`src/rtl/mfa_pkg.sv`:
```
// -----------------------------------------------------------------------------
// mfa_pkg
// Shared definitions for the multifractal moment accumulator:
//   - FSM state encoding (IDLE / ACCUM / EMIT)
//   - default geometry (grid side exponent, level count, mass width)
//   - accumulator width constants at the default geometry, plus width
//     functions so parameterised modules can size themselves consistently
// -----------------------------------------------------------------------------
package mfa_pkg;

   typedef enum logic [1:0] {
      ST_IDLE  = 2'd0,
      ST_ACCUM = 2'd1,
      ST_EMIT  = 2'd2
   } mfa_state_e;

   localparam int PKG_BOX_IDX  = 3;
   localparam int PKG_MAX_BOX  = 3;
   localparam int PKG_DATA_LEN = 8;

   // Box count up to 4^BOX_IDX inclusive needs 2*BOX_IDX+1 bits.
   function automatic int cnt_width(input int box_idx);
      return 2 * box_idx + 1;
   endfunction

   // 4^BOX_IDX masses of DATA_LEN bits each cannot carry past this width.
   function automatic int sum_width(input int box_idx, input int data_len);
      return data_len + 2 * box_idx;
   endfunction

   // Squares are 2*DATA_LEN bits; summing 4^BOX_IDX of them adds 2*BOX_IDX.
   function automatic int sq_width(input int box_idx, input int data_len);
      return 2 * data_len + 2 * box_idx;
   endfunction

   localparam int CNT_W = cnt_width(PKG_BOX_IDX);
   localparam int SUM_W = sum_width(PKG_BOX_IDX, PKG_DATA_LEN);
   localparam int SQ_W  = sq_width(PKG_BOX_IDX, PKG_DATA_LEN);

endpackage

```
`src/rtl/mfa_moment_datapath.sv`:
```
// -----------------------------------------------------------------------------
// mfa_moment_datapath
// Accumulates the per-level statistics of a stream of box masses.
//   CLK, RST   clock / asynchronous active-high reset
//   clr        synchronous clear of all accumulators (level open or soft clear)
//   acc_en     fold in_data into the statistics this cycle
//   in_data    box mass
//   count      number of nonzero masses seen
//   sum        sum of masses
//   sumsq      sum of squared masses
//   peak       largest mass seen
// Widths are chosen so a full level of full-scale masses never overflows.
// -----------------------------------------------------------------------------
module mfa_moment_datapath
   import mfa_pkg::*;
#(
   parameter int BOX_IDX  = PKG_BOX_IDX,
   parameter int DATA_LEN = PKG_DATA_LEN
) (
   input  logic                            CLK,
   input  logic                            RST,
   input  logic                            clr,
   input  logic                            acc_en,
   input  logic [DATA_LEN-1:0]             in_data,
   output logic [2*BOX_IDX:0]              count,
   output logic [DATA_LEN+2*BOX_IDX-1:0]   sum,
   output logic [2*DATA_LEN+2*BOX_IDX-1:0] sumsq,
   output logic [DATA_LEN-1:0]             peak
);

   localparam int CW = cnt_width(BOX_IDX);
   localparam int SW = sum_width(BOX_IDX, DATA_LEN);
   localparam int QW = sq_width(BOX_IDX, DATA_LEN);

   logic [QW-1:0] sq_s;
   logic          nonzero_s;

   // Square and occupancy of the incoming mass (zero-extended before multiply).
   always_comb begin
      sq_s      = QW'(in_data) * QW'(in_data);
      nonzero_s = (in_data != {DATA_LEN{1'b0}});
   end

   // Statistics registers; clear has priority over accumulation.
   always_ff @(posedge CLK or posedge RST) begin
      if (RST) begin
         count <= {CW{1'b0}};
         sum   <= {SW{1'b0}};
         sumsq <= {QW{1'b0}};
         peak  <= {DATA_LEN{1'b0}};
      end else if (clr) begin
         count <= {CW{1'b0}};
         sum   <= {SW{1'b0}};
         sumsq <= {QW{1'b0}};
         peak  <= {DATA_LEN{1'b0}};
      end else if (acc_en) begin
         count <= count + CW'(nonzero_s);
         sum   <= sum + SW'(in_data);
         sumsq <= sumsq + sq_s;
         if (in_data > peak) begin
            peak <= in_data;
         end
      end
   end

endmodule

```
`src/rtl/mfa_moment_acc.sv`:
```
// -----------------------------------------------------------------------------
// mfa_moment_acc
// Collects the coarse box masses of one grouping level and emits one record
// (occupied-box count, total mass, second moment, peak mass) per level over
// a valid/ready handshake.
//   CLK, RST     clock / asynchronous active-high reset
//   BC_mode      synchronous clear, same effect as RST
//   level_start  pulse opening a level; level_boxes sampled with it
//   in_valid     box mass valid, in_data box mass
//   out_ready    downstream accepts the record
//   out_valid    record valid; out_level/out_count/out_sum/out_sumsq/out_max
//                hold the record (and keep it after transfer until a new level)
//   busy         a level is being accumulated or emitted
//   drop_err     sticky: a sample or level_start arrived when it could not be
//                used; cleared only by RST / BC_mode
// -----------------------------------------------------------------------------
module mfa_moment_acc
   import mfa_pkg::*;
#(
   parameter int BOX_IDX  = PKG_BOX_IDX,
   parameter int MAX_BOX  = PKG_MAX_BOX,
   parameter int DATA_LEN = PKG_DATA_LEN
) (
   input  logic                            CLK,
   input  logic                            RST,
   input  logic                            BC_mode,
   input  logic                            level_start,
   input  logic [2*BOX_IDX:0]              level_boxes,
   input  logic                            in_valid,
   input  logic [DATA_LEN-1:0]             in_data,
   input  logic                            out_ready,
   output logic                            out_valid,
   output logic [BOX_IDX-1:0]              out_level,
   output logic [2*BOX_IDX:0]              out_count,
   output logic [DATA_LEN+2*BOX_IDX-1:0]   out_sum,
   output logic [2*DATA_LEN+2*BOX_IDX-1:0] out_sumsq,
   output logic [DATA_LEN-1:0]             out_max,
   output logic                            busy,
   output logic                            drop_err
);

   localparam int CW = cnt_width(BOX_IDX);
   localparam logic [BOX_IDX-1:0] LAST_LEVEL = BOX_IDX'(MAX_BOX - 1);

   mfa_state_e        state_r;
   mfa_state_e        state_next_s;
   logic [CW-1:0]     target_r;
   logic [CW-1:0]     seen_r;
   logic [CW-1:0]     seen_inc_s;
   logic [BOX_IDX-1:0] level_r;
   logic              out_valid_r;
   logic              busy_r;
   logic              drop_err_r;
   logic              load_s;
   logic              acc_en_s;
   logic              drop_set_s;
   logic              xfer_s;
   logic              zero_level_s;
   logic              acc_clr_s;

   // Next-state and control decode; level_start always wins over other events.
   always_comb begin
      state_next_s = state_r;
      load_s       = 1'b0;
      acc_en_s     = 1'b0;
      drop_set_s   = 1'b0;
      xfer_s       = 1'b0;
      seen_inc_s   = seen_r + CW'(1);
      zero_level_s = (level_boxes == {CW{1'b0}});
      case (state_r)
         ST_IDLE: begin
            drop_set_s = in_valid;
            if (level_start) begin
               load_s       = 1'b1;
               // An empty level has nothing to wait for: emit the zero record.
               state_next_s = zero_level_s ? ST_EMIT : ST_ACCUM;
            end else begin
               state_next_s = ST_IDLE;
            end
         end
         ST_ACCUM: begin
            if (level_start) begin
               // Abandon the pending level and reload for the new one.
               drop_set_s   = 1'b1;
               load_s       = 1'b1;
               state_next_s = zero_level_s ? ST_EMIT : ST_ACCUM;
            end else if (in_valid) begin
               acc_en_s     = 1'b1;
               state_next_s = (seen_inc_s == target_r) ? ST_EMIT : ST_ACCUM;
            end else begin
               state_next_s = ST_ACCUM;
            end
         end
         ST_EMIT: begin
            drop_set_s = in_valid | level_start;
            // out_valid is high throughout EMIT, so ready alone completes it.
            xfer_s     = out_ready;
            if (level_start) begin
               load_s       = 1'b1;
               state_next_s = zero_level_s ? ST_EMIT : ST_ACCUM;
            end else if (out_ready) begin
               state_next_s = ST_IDLE;
            end else begin
               state_next_s = ST_EMIT;
            end
         end
         default: begin
            state_next_s = ST_IDLE;
         end
      endcase
      acc_clr_s = load_s | BC_mode;
   end

   // FSM state, level bookkeeping and registered status outputs.
   always_ff @(posedge CLK or posedge RST) begin
      if (RST) begin
         state_r     <= ST_IDLE;
         target_r    <= {CW{1'b0}};
         seen_r      <= {CW{1'b0}};
         level_r     <= {BOX_IDX{1'b0}};
         out_valid_r <= 1'b0;
         busy_r      <= 1'b0;
         drop_err_r  <= 1'b0;
      end else if (BC_mode) begin
         state_r     <= ST_IDLE;
         target_r    <= {CW{1'b0}};
         seen_r      <= {CW{1'b0}};
         level_r     <= {BOX_IDX{1'b0}};
         out_valid_r <= 1'b0;
         busy_r      <= 1'b0;
         drop_err_r  <= 1'b0;
      end else begin
         state_r     <= state_next_s;
         out_valid_r <= (state_next_s == ST_EMIT);
         busy_r      <= (state_next_s != ST_IDLE);
         if (load_s) begin
            target_r <= level_boxes;
            seen_r   <= {CW{1'b0}};
         end else if (acc_en_s) begin
            seen_r <= seen_inc_s;
         end
         if (xfer_s) begin
            level_r <= (level_r == LAST_LEVEL) ? {BOX_IDX{1'b0}} : level_r + BOX_IDX'(1);
         end
         if (drop_set_s) begin
            drop_err_r <= 1'b1;
         end
      end
   end

   mfa_moment_datapath #(
      .BOX_IDX  (BOX_IDX),
      .DATA_LEN (DATA_LEN)
   ) u_datapath (
      .CLK     (CLK),
      .RST     (RST),
      .clr     (acc_clr_s),
      .acc_en  (acc_en_s),
      .in_data (in_data),
      .count   (out_count),
      .sum     (out_sum),
      .sumsq   (out_sumsq),
      .peak    (out_max)
   );

   assign out_valid = out_valid_r;
   assign out_level = level_r;
   assign busy      = busy_r;
   assign drop_err  = drop_err_r;

endmodule

```
`config.mk`:
```
export PLATFORM = sky130hd
export DESIGN_NAME = mfa_moment_acc
export DESIGN_NICKNAME = d
export VERILOG_FILES = /design/src/rtl/mfa_pkg.sv /design/src/rtl/mfa_moment_datapath.sv /design/src/rtl/mfa_moment_acc.sv
export SDC_FILE = /design/constraint.sdc
export NUM_CORES = 1
export LEC_CHECK = 0
export BUFFER_PORTS_ARGS = -buffer_cell sky130_fd_sc_hd__buf_2
export CAP_MARGIN = 40
export CORE_MARGIN = 2
export CORE_UTILIZATION = 62
export CTS_CLUSTER_DIAMETER = 100
export DETAILED_ROUTE_END_ITERATION = 7
export HOLD_SLACK_MARGIN = 0.06
export PLACE_DENSITY = 0.95
export REMOVE_ABC_BUFFERS = 1
export SETUP_SLACK_MARGIN = 0.5
export SYNTH_ARGS = -nofsm -noshare
export SYNTH_HDL_FRONTEND = slang
export SYNTH_SLANG_ARGS = --single-unit
```
`constraint.sdc`:
```
create_clock -name CLK -period 6.59 [get_ports CLK]
set_input_delay 0 -clock CLK [delete_from_list [all_inputs] [get_ports CLK]]
set_output_delay 0 -clock CLK [all_outputs]
set_load 0.005 [all_outputs]
```
==> impl_metrics.yaml <==
run_status:
  outcome: "complete, no violations"
routing:
  top_layer: "met4"
  wl_per_cell_um: 16.56
  drtIter0Drc: 347
  dr.pass1.iters: 7
  routed_wl_mm: 15.04
  antenna_left: 0
  wl_met3_um: 639
  vias: 5173
  route.met2.wl_mm: 8.121
  wl_met1_mm: 5.974
  viasPerCell: 5.697
  remaining_drc_errors: 0
clock_network:
  cts_sinks: 73
  cts_max_level: 3
  clk_path_buf_depth: 2
  cts_buffers: 9
  cts_root_buf: "clkbuf_8"
  cts_resized: 0
  cts_tree: "yes"
  clk_pin_slew_ps: 80
  clock_latency_ps: 360
sta:
  fmax_mhz: 214.6
  slew_headroom: 0.5822
  worst_pin_slew_ps: 624.5
  fin_worst_skew_ps: 10.63
  fin_crit_ps: 4660
  setup_tns_ps: 0
  setup_viol: 0
  grt_setup_unrepaired: "no"
  slew_viol_final: 0
  fin_crit_sh: 0.7072
  hold_violations: 0
synthesis:
  synth_top_area_share: 0.2975
  synth.yosys.seq_area_share: 0.2975
  ys_types: 50
  synth_cells: 679
  syn_avg_cell_area_um2: 9.044
  ys_ff_latch: 73
  synth-edff-count: 0
  synthMuxAreaShare: 0.01793
  synth_warnings: 0
  ys_top_cells_by_area: "dfrtp_1 (30%), ha_1 (13%), fa_1 (12%)"
  synthXorXnorAreaFrac: 0.06846
  synth-compound-area-share: 0.1353
  post-synth-top-count-cell: "inv_1"
  synth_fa_ha_area_frac: 0.2522
  netlist_area_um2: 6141
  synthArstFlopShare: 1.000
  synthSimpleGateAreaFrac: 0.1608
  yosysTopAreaCell: "dfrtp_1"
  synth_top_family_by_area: "adder cells"
  ys.flop_type: "dfrtp_1"
  ys_top_cells_by_count: "inv_1 (88), nand2_1 (82), dfrtp_1 (73), ha_1 (63), a21oi_1 (50)"
global_route:
  globalRouteOverflowTotal: 0
  grt_usage: 0.2910
  grt_max_degree: 49
  antenna_found_initial: 0
  grt_pass1_wl_mm: 25.31
  grt_pass1_vias: 5438
final_layout:
  area_growth_pct: 15.42
  drive_above_1_share: 0.1432
  nets: 892
  nFillCells: 679
  stdcell_count: 908
  antennaDiodeCount: 0
  post-route-cell-area_um2: 7088
floorplan:
  core-area_um2: 9684
  die_w_um: 103.5
  io_pins: 78
  die_y_um: 103.5
  die_area_um2: 10720
  rows: 36
  initial_core_util: 0.6341
place:
  post-dp-hpwl_mm: 10.58
  place.gp.congestion: 0.8593
  post-place-cells: 872
  io_buffers: 77
  placed_cell_area_um2: 6691
worst_setup_path:
  cp_data_arrival_time_ps: 4920
  critical_path_required_ps: 6850
  worstReg2RegEnd: "u_datapath.sumsq[21]$_DFFE_PP0P_"
  path_class: "reg -> reg"
  r2r_slack_ps: 1930
  path_max_fanout: 3
  rr_startpoint: "u_datapath.sumsq[4]$_DFFE_PP0P_"
  cp-end-kind: "register"
  reg2reg_depth: 16
  startpoint_type: "register"
pwr:
  finalPower_mw: 1.446
  cellPowerDensity_nw_per_um2: 204.0
  ir_worst_vdd_mv: 0.1354
  p_leak_nw: 3.572
flow_run:
  maxCapViolCount: 0
hold_path:
  min_path_cells: 3
  hold_class: "in -> reg"
  hold_end: "u_datapath.peak[0]$_DFFE_PP0P_"
  hp-start: "in_data[0]"
==> metal layers <==
metal | vias to the layer above | global-route usage
li1 | 2439 | -
met1 | 2535 | 0.3486
met2 | 164 | 0.5265
met3 | 35 | 0.04972
met4 | 0 | 0.1062
met5 | - | 0
==> per-stage QoR <==
step                      setup slack [ps]  utilization  hold WS (ps)
after floorplan                       2336            -         63.14
after global placement                2101       0.6853         244.6
after detailed placement              1895       0.6910         82.76
after CTS                             1932       0.7319         70.12
after global routing                  1678       0.7319         73.10
final                                 1930       0.7319         81.82
==> sequential cells by signal (all words and copies together), names as in the netlist <==
register          count
u_datapath.sumsq     22
out_level             3
seen_r                7
state_r               2
u_datapath.sum       14
u_datapath.count      7
drop_err              1
out_valid             1
u_datapath.peak       8
busy                  1
target_r              7
==> worst max-delay path, stage by stage (launching register included) <==
cell and delay, ps:
dfrtp_1 390, inv_1 70, fa_1 520, fa_1 530
inv_1 50, ha_1 270, inv_1 60, fa_1 520
inv_1 70, fa_1 490, a211oi_1 440, o211ai_1 210
a221oi_1 400, o211ai_1 180, nand3_1 130, xor2_1 170
nor2_1 50
==> cells by family after synthesis <==
kind of cell,count (synthesis)
mux,11
buf+inv,110
flops,73
compound gates,129
fa+ha+maj,101
simple gates,207
xor+xnor,48
==> power by group <==
group / total [mW] / internal, mW / switching, mW
sequential: 0.464 / 0.456 / 0.00844
clock: 0.363 / 0.184 / 0.178
combinational: 0.619 / 0.247 / 0.372
total: 1.45 / 0.887 / 0.558
==> layout make-up <==
cell class                      instances  area (µm²)  share of cell area
Multi-Input combinational cell        496        3905              0.5509
Sequential cell                        73        1827              0.2577
Timing Repair Buffer                  102       663.1             0.09356
Inverter                               88       330.3             0.04660
Tap cell                              133       166.4             0.02348
Clock buffer                           11       141.4             0.01995
Clock inverter                          5       55.05            0.007767
==> how the worst max path moves through the flow <==
| stage | slack, ps | depth (start not counted) | to | startpoint |
|---|---|---|---|---|
| after detailed placement | 1900 | 18 | u_datapath.sumsq[14]$_DFFE_PP0P_ | in_data[1] |
| final | 1930 | 16 | u_datapath.sumsq[21]$_DFFE_PP0P_ | u_datapath.sumsq[4]$_DFFE_PP0P_ |
| after global routing | 1680 | 16 | u_datapath.sumsq[21]$_DFFE_PP0P_ | u_datapath.sumsq[4]$_DFFE_PP0P_ |
| after CTS | 1930 | 16 | u_datapath.sumsq[19]$_DFFE_PP0P_ | u_datapath.sumsq[4]$_DFFE_PP0P_ |
| after floorplan | 2340 | 16 | u_datapath.sumsq[19]$_DFFE_PP0P_ | u_datapath.sumsq[4]$_DFFE_PP0P_ |
| after global placement | 2100 | 18 | u_datapath.sumsq[19]$_DFFE_PP0P_ | in_data[4] |
==> cells in the final DEF (no fill, tap or decap), types with 3 or more instances in the layout <==
cell / count
a211oi_1: 12
a21o_1: 12
a21oi_1: 50
a221oi_1: 4
a31oi_1: 3
and2_1: 22
and3_1: 4
and4_1: 4
buf_2: 77
buf_4: 3
clkbuf_8: 10
dfrtp_1: 73
dlygate4sd3_1: 20
fa_1: 38
ha_1: 63
inv_1: 87
mux2i_1: 11
nand2_1: 81
nand3_1: 10
nand4_1: 5
nor2_1: 49
nor2b_1: 8
nor3_1: 5
nor4_1: 4
o211ai_1: 5
o21a_1: 4
o21ai_0: 18
o21bai_1: 6
o22ai_1: 4
xnor2_1: 29
xor2_1: 19
==> timing repair <==
item / 4_1_cts / 5_1_grt
buffers inserted: 0 / 0
endpoints found under the setup margin: 0 / 0
endpoints found under the hold margin: 70 / 0
hold buffers: 20 / 0
(Power assumes the default switching activity.)
